<file path="config.mk">
export PLATFORM = sky130hd
export DESIGN_NAME = sqrt_csa_arbiter
export DESIGN_NICKNAME = d
export VERILOG_FILES = /design/src/rtl/sqrt_csa_arbiter.sv
export SDC_FILE = /design/constraint.sdc
export NUM_CORES = 1
export LEC_CHECK = 0
export ABC_AREA = 1
export BUFFER_PORTS_ARGS = -buffer_cell sky130_fd_sc_hd__buf_4
export CAP_MARGIN = 15
export CORE_ASPECT_RATIO = 1.5
export CORE_UTILIZATION = 51
export DETAILED_ROUTE_END_ITERATION = 8
export PLACE_DENSITY_LB_ADDON = 0.25
export SYNTH_ARGS = -nofsm -noshare
export SYNTH_HDL_FRONTEND = slang
export SYNTH_SLANG_ARGS = --single-unit
</file>
<file path="constraint.sdc">
create_clock -name clk -period 10.4 [get_ports clk]
set_clock_uncertainty 0.15 [all_clocks]
set_input_delay 1.04 -clock clk [delete_from_list [all_inputs] [get_ports clk]]
set_output_delay 1.04 -clock clk [all_outputs]
set_load 0.02 [all_outputs]
</file>
<file path="src/rtl/sqrt_csa_arbiter.sv">
// Two-requester arbiter time-sharing one 14-bit sqrt carry-select adder for 28-bit add (optional subtract via SQRT_CSA_ARBITER_SUB_EN).
// Latency: grant at cycle T, result valid from T+3 (IDLE->LO->HI->DONE), at most one operation per 4 cycles.
// Backpressure: result held in DONE until rsp_ready; no requester is granted again until DONE has exited.

// 14-bit square-root carry-select adder: ripple block of 2, then select blocks of 3, 4 and 5 bits.
module sqrt_csa14 (
  input  logic [13:0] a,
  input  logic [13:0] b,
  input  logic        cin,
  output logic [13:0] sum,
  output logic        cout
);

  logic       c2;
  logic       c5;
  logic       c9;
  logic [3:0] blk1_c0;
  logic [3:0] blk1_c1;
  logic [4:0] blk2_c0;
  logic [4:0] blk2_c1;
  logic [5:0] blk3_c0;
  logic [5:0] blk3_c1;

  // First block ripples directly from the incoming carry.
  assign {c2, sum[1:0]} = {1'b0, a[1:0]} + {1'b0, b[1:0]} + {2'b00, cin};

  // Upper blocks precompute both carry-in cases; the carry chain only drives the selects.
  assign blk1_c0 = {1'b0, a[4:2]}  + {1'b0, b[4:2]};
  assign blk1_c1 = {1'b0, a[4:2]}  + {1'b0, b[4:2]}  + 4'd1;
  assign blk2_c0 = {1'b0, a[8:5]}  + {1'b0, b[8:5]};
  assign blk2_c1 = {1'b0, a[8:5]}  + {1'b0, b[8:5]}  + 5'd1;
  assign blk3_c0 = {1'b0, a[13:9]} + {1'b0, b[13:9]};
  assign blk3_c1 = {1'b0, a[13:9]} + {1'b0, b[13:9]} + 6'd1;

  assign {c5,   sum[4:2]}  = c2 ? blk1_c1 : blk1_c0;
  assign {c9,   sum[8:5]}  = c5 ? blk2_c1 : blk2_c0;
  assign {cout, sum[13:9]} = c9 ? blk3_c1 : blk3_c0;

endmodule

module sqrt_csa_arbiter #(
  parameter int FAIR_RR = 1
) (
  input  logic        clk,
  input  logic        rst_n,
  input  logic        req0_valid,
  output logic        req0_ready,
  input  logic [27:0] req0_a,
  input  logic [27:0] req0_b,
  input  logic        req0_sub,
  input  logic        req1_valid,
  output logic        req1_ready,
  input  logic [27:0] req1_a,
  input  logic [27:0] req1_b,
  input  logic        req1_sub,
  output logic        rsp_valid,
  input  logic        rsp_ready,
  output logic [27:0] rsp_sum,
  output logic        rsp_cout,
  output logic        rsp_id,
  output logic        busy
);

  typedef enum logic [1:0] {IDLE, LO, HI, DONE} state_t;

  typedef struct packed {
    logic [27:0] a;
    logic [27:0] b;
    logic        id;
  } op_t;

  state_t      state;
  op_t         op_q;
  logic        carry_lo;
  logic        last_grant;
  logic [27:0] result;
  logic        cout_q;
  logic        rsp_valid_q;
  logic        busy_q;

  logic        grant_vld;
  logic        grant_id;
  logic        take;

  logic [13:0] add_a;
  logic [13:0] b_raw;
  logic [13:0] add_b;
  logic        add_cin;
  logic [13:0] add_sum;
  logic        add_cout;

`ifdef SQRT_CSA_ARBITER_SUB_EN
  logic        sub_q;
`else
  // Subtract inputs have no function in the add-only build.
  logic        unused_sub;
  assign unused_sub = req0_sub ^ req1_sub;
`endif

  // Pick the winner: round-robin alternates on contention, fixed mode always favours req0.
  always_comb begin
    grant_vld = req0_valid | req1_valid;
    if (req0_valid && req1_valid) begin
      grant_id = (FAIR_RR != 0) ? ~last_grant : 1'b0;
    end else begin
      grant_id = ~req0_valid;
    end
  end

  // Ready is gated by rst_n so nothing is accepted while reset is held.
  assign take       = rst_n && (state == IDLE) && grant_vld;
  assign req0_ready = take & ~grant_id;
  assign req1_ready = take &  grant_id;

  // Steer the low or high operand halves into the shared adder.
  always_comb begin
    add_a   = op_q.a[13:0];
    b_raw   = op_q.b[13:0];
    add_cin = 1'b0;
    if (state == HI) begin
      add_a   = op_q.a[27:14];
      b_raw   = op_q.b[27:14];
      add_cin = carry_lo;
    end
`ifdef SQRT_CSA_ARBITER_SUB_EN
    add_b = sub_q ? ~b_raw : b_raw;
    if (state != HI) begin
      add_cin = sub_q;
    end
`else
    add_b = b_raw;
`endif
  end

  sqrt_csa14 u_adder (
    .a    (add_a),
    .b    (add_b),
    .cin  (add_cin),
    .sum  (add_sum),
    .cout (add_cout)
  );

  // Operation sequencer: capture on grant, two adder passes, then hold the result.
  always_ff @(posedge clk or negedge rst_n) begin
    if (!rst_n) begin
      state       <= IDLE;
      op_q        <= '0;
      carry_lo    <= 1'b0;
      last_grant  <= 1'b1;
      result      <= '0;
      cout_q      <= 1'b0;
      rsp_valid_q <= 1'b0;
      busy_q      <= 1'b0;
`ifdef SQRT_CSA_ARBITER_SUB_EN
      sub_q       <= 1'b0;
`endif
    end else begin
      case (state)
        IDLE: begin
          if (grant_vld) begin
            op_q.a     <= grant_id ? req1_a : req0_a;
            op_q.b     <= grant_id ? req1_b : req0_b;
            op_q.id    <= grant_id;
`ifdef SQRT_CSA_ARBITER_SUB_EN
            sub_q      <= grant_id ? req1_sub : req0_sub;
`endif
            last_grant <= grant_id;
            busy_q     <= 1'b1;
            state      <= LO;
          end
        end
        LO: begin
          result[13:0] <= add_sum;
          carry_lo     <= add_cout;
          state        <= HI;
        end
        HI: begin
          result[27:14] <= add_sum;
          cout_q        <= add_cout;
          rsp_valid_q   <= 1'b1;
          state         <= DONE;
        end
        DONE: begin
          if (rsp_ready) begin
            rsp_valid_q <= 1'b0;
            busy_q      <= 1'b0;
            state       <= IDLE;
          end
        end
        default: state <= IDLE;
      endcase
    end
  end

  assign rsp_valid = rsp_valid_q;
  assign rsp_sum   = result;
  assign rsp_cout  = cout_q;
  assign rsp_id    = op_q.id;
  assign busy      = busy_q;

endmodule

</file>
==> flow_summary.yaml <==
status:
  status: "finished with violations"
  violations: "design-rule violations"
layout:
  drive_above_1_share_pct: 23.0
  multi_input_area_um2: 2480
  fillers: 839
  nets: 950
  area_delta_synth_final_pct: 28.0
  regArea_um2: 2300
  diodes: 0
routing:
  via_per_inst: 5.23
  dr.pass1.iters: 7
  vias: 4836
  drc_errors: 14
  drt-total-wl_um: 12800
  wire_per_inst_um: 13.8
  detail-route-antenna-nets: 0
  drt_iter0_drc: 273
sta:
  worst_pin_slew_ns: 0.727
  final.setup.worst_slack_ns: 6.69
  hold_ws_ns: 0.322
  setup_viol: 0
  rsz0062_at_grt: "false"
  fin_crit_sh_pct: 35.7
  slew_violations: 0
  finalHoldViolations: 0
  fin_tns_setup_ns: 0
  fin_crit_ns: 3.71
  fmax_mhz: 270
  relSlewSlack_pct: 51.5
floorplan:
  rows: 44
  fp.dieArea_um2: 10600
  start_util_pct: 52.8
  die_h_um: 125
  core_um2: 9800
  die_w_um: 84.3
  ios: 153
synth:
  synth_edf_count: 0
  synthCells: 675
  ys_top_cells_by_area: "dfrtp_1 44%, nand2_1 13%, o21ai_0 6.9%"
  syn_area_um2: 5180
  yosys.area.top_type_share_pct: 44.0
  synth_common_cells: "179 x nand2_1, 91 x dfrtp_1, 71 x o21ai_0, 67 x nor2_1, 63 x a21oi_1"
  yosysMostFrequentCell: "nand2_1"
  async_reset_ff_share_pct: 100
  avgSynthCellArea_um2: 7.67
  ys_warn_count: 0
  synth_nets: 819
  ys_seq_elements: 92
  synth_area_leader_cell: "dfrtp_1"
  ys_types: 33
  synth_seq_area_share_pct: 44.5
  ys.flop_type: "dfrtp_1"
min_path:
  min_from: "rsp_sum[14]$_DFFE_PN0P_"
  hold_class: "reg -> reg"
clock_tree:
  clockBufferDepth: 2
  cts_tree: "yes"
  cts-buffers-inserted: 9
  htreeDepth: 3
  insertion_delay_ns: 0.34
  clk_pin_slew_ns: 0.06
  cts-resized-gates: 0
  cts_hold_buf: 0
  root_buffer: "clkbuf_16"
  post-cts-setup-buffers: 0
  clock-sinks: 92
critical_path:
  cp.arrival_ns: 3.79
  cp-start-kind: "flip-flop"
  crit_path_end_kind: "flip-flop"
  rr_startpoint: "state[0]$_DFFE_PN0P_"
  critical_path_class: "reg -> reg"
  critPathMaxFanout: 57
  startpoint: "state[0]$_DFFE_PN0P_"
  critical_path_required_ns: 10.48
place:
  place_ws_ns: 6.68
  dpl.hpwl_um: 9470
  numPortBuffers: 150
  place_congestion: 0.849
grt:
  grt_pass1_vias: 4810
  grt_pass1_wl_um: 22000
  grt_usage_pct: 26.1
  antenna_found_initial: 0
  grt_max_degree: 86
  overflow: 0
power:
  power_density_nw_per_um2: 409
  finalPower_mw: 2.71
  leakage_nw: 3.39
  irDropWorstVdd_mv: 0.171
job:
  max_cap_violations: 0
[cells in the final DEF (no fill, tap or decap)]
cell type  count
dfrtp_1       91
o211ai_1       1
ha_1          19
nand3b_1       1
dfstp_2        1
clkinv_2       1
o21ai_1        1
xnor2_1        1
a2bb2oi_1      1
nor2_2         1
o21bai_1       1
o21ai_2        1
mux2i_1        1
nand3_1       22
buf_4        156
clkbuf_8       4
nand2_4        3
a21oi_1       63
nand4_1        1
nand2_2        5
o2bb2ai_1      1
nor2_8         1
xor2_1         6
a31oi_1        1
nor2_1        67
ha_2           1
nand2_1      178
inv_2          2
o22ai_1       28
fa_1           5
clkbuf_1       1
clkbuf_16      9
inv_1         61
nor3_1         2
o21ai_0       71
nand3_4        1
[critical path, cell delays in order, from the launching register on]
cell and delay (ns):
dfrtp_1 0.41, inv_1 0.13, ha_2 0.34, buf_4 0.46
nand2_1 0.08, o21ai_0 0.19, fa_1 0.25, inv_1 0.05
fa_1 0.46, nor2_1 0.18, nand2_1 0.08, nor2_2 0.09
nand2_2 0.07, nand2_4 0.12, nand2_2 0.08, nand2_4 0.10
nand2_4 0.07, nand2_1 0.07, nand2_1 0.07, nand2_1 0.06
nand2_1 0.05
[sequential cells by signal, indices dropped and copies added (netlist names)]
name        flops
rsp_valid       1
rsp_id          1
carry_lo        1
op_q           56
state           2
last_grant      1
rsp_sum        28
busy            1
rsp_cout        1
[per-stage QoR]
| stage | cell area [µm²] | util (%) | cells |
|---|---|---|---|
| floorplan | 5180 | - | 675 |
| global placement | 6340 | 64.7 | 910 |
| detailed placement | 6340 | 64.7 | 910 |
| CTS | 6630 | 67.6 | 925 |
| global route | 6630 | 67.6 | 925 |
| finish | 6630 | 67.6 | 925 |
[cell type report]
cell class | count | area share [%]
clock buffers | 14 | 4.28
clock inverters | 1 | 0.0755
inverters | 63 | 3.57
multi-input cells | 484 | 37.5
flip-flops and latches | 92 | 34.7
well taps | 115 | 2.17
repair buffers | 156 | 17.7
[power breakdown]
part	switching [mW]	total, mW	internal, mW
logic	1.12	1.77	0.651
registers	0.0831	0.630	0.547
clock network	0.126	0.313	0.186
[kinds of logic (layout without fill, tap and decap cells)]
| logic type | count (synthesis) | in the layout | synth area share (%) |
|---|---|---|---|
| buffers and inverters | 99 | 234 | 7.71 |
| AO/OA/AOI/OAI | 169 | 169 | 17.3 |
| XOR/XNOR | 7 | 7 | 1.18 |
| multiplexers | 1 | 1 | 0.193 |
| flip-flops | 92 | 92 | 44.5 |
| AND/OR/NAND/NOR | 282 | 282 | 22.4 |
| adder cells (fa/ha/maj) | 25 | 25 | 6.76 |
[metal layers]
| metal | wire length, µm | vias up | GRT usage [%] |
|---|---|---|---|
| met4 | 279 | 0 | 10.2 |
| met1 | 5370 | 2188 | 34.1 |
| met3 | 722 | 23 | 4.49 |
| met2 | 6420 | 164 | 43.3 |
| li1 | - | 2461 | - |
| met5 | 0 | - | 0 |
[path summary, 6_finish.rpt]
path                                           end  slack (ns)  cells past startpoint
hold reg to reg            rsp_sum[14]$_DFFE_PN0P_        0.32                      2
min in group asynchronous   rsp_sum[3]$_DFFE_PN0N_        0.49                      1
hold / removal             rsp_sum[14]$_DFFE_PN0P_        0.32                      2
max in group asynchronous     op_q[14]$_DFFE_PN0P_        8.52                      2
setup reg to reg           rsp_sum[11]$_DFFE_PN0N_        6.69                     20
setup / recovery           rsp_sum[11]$_DFFE_PN0N_        6.69                     20
Power figures use the tool's default switching activity.
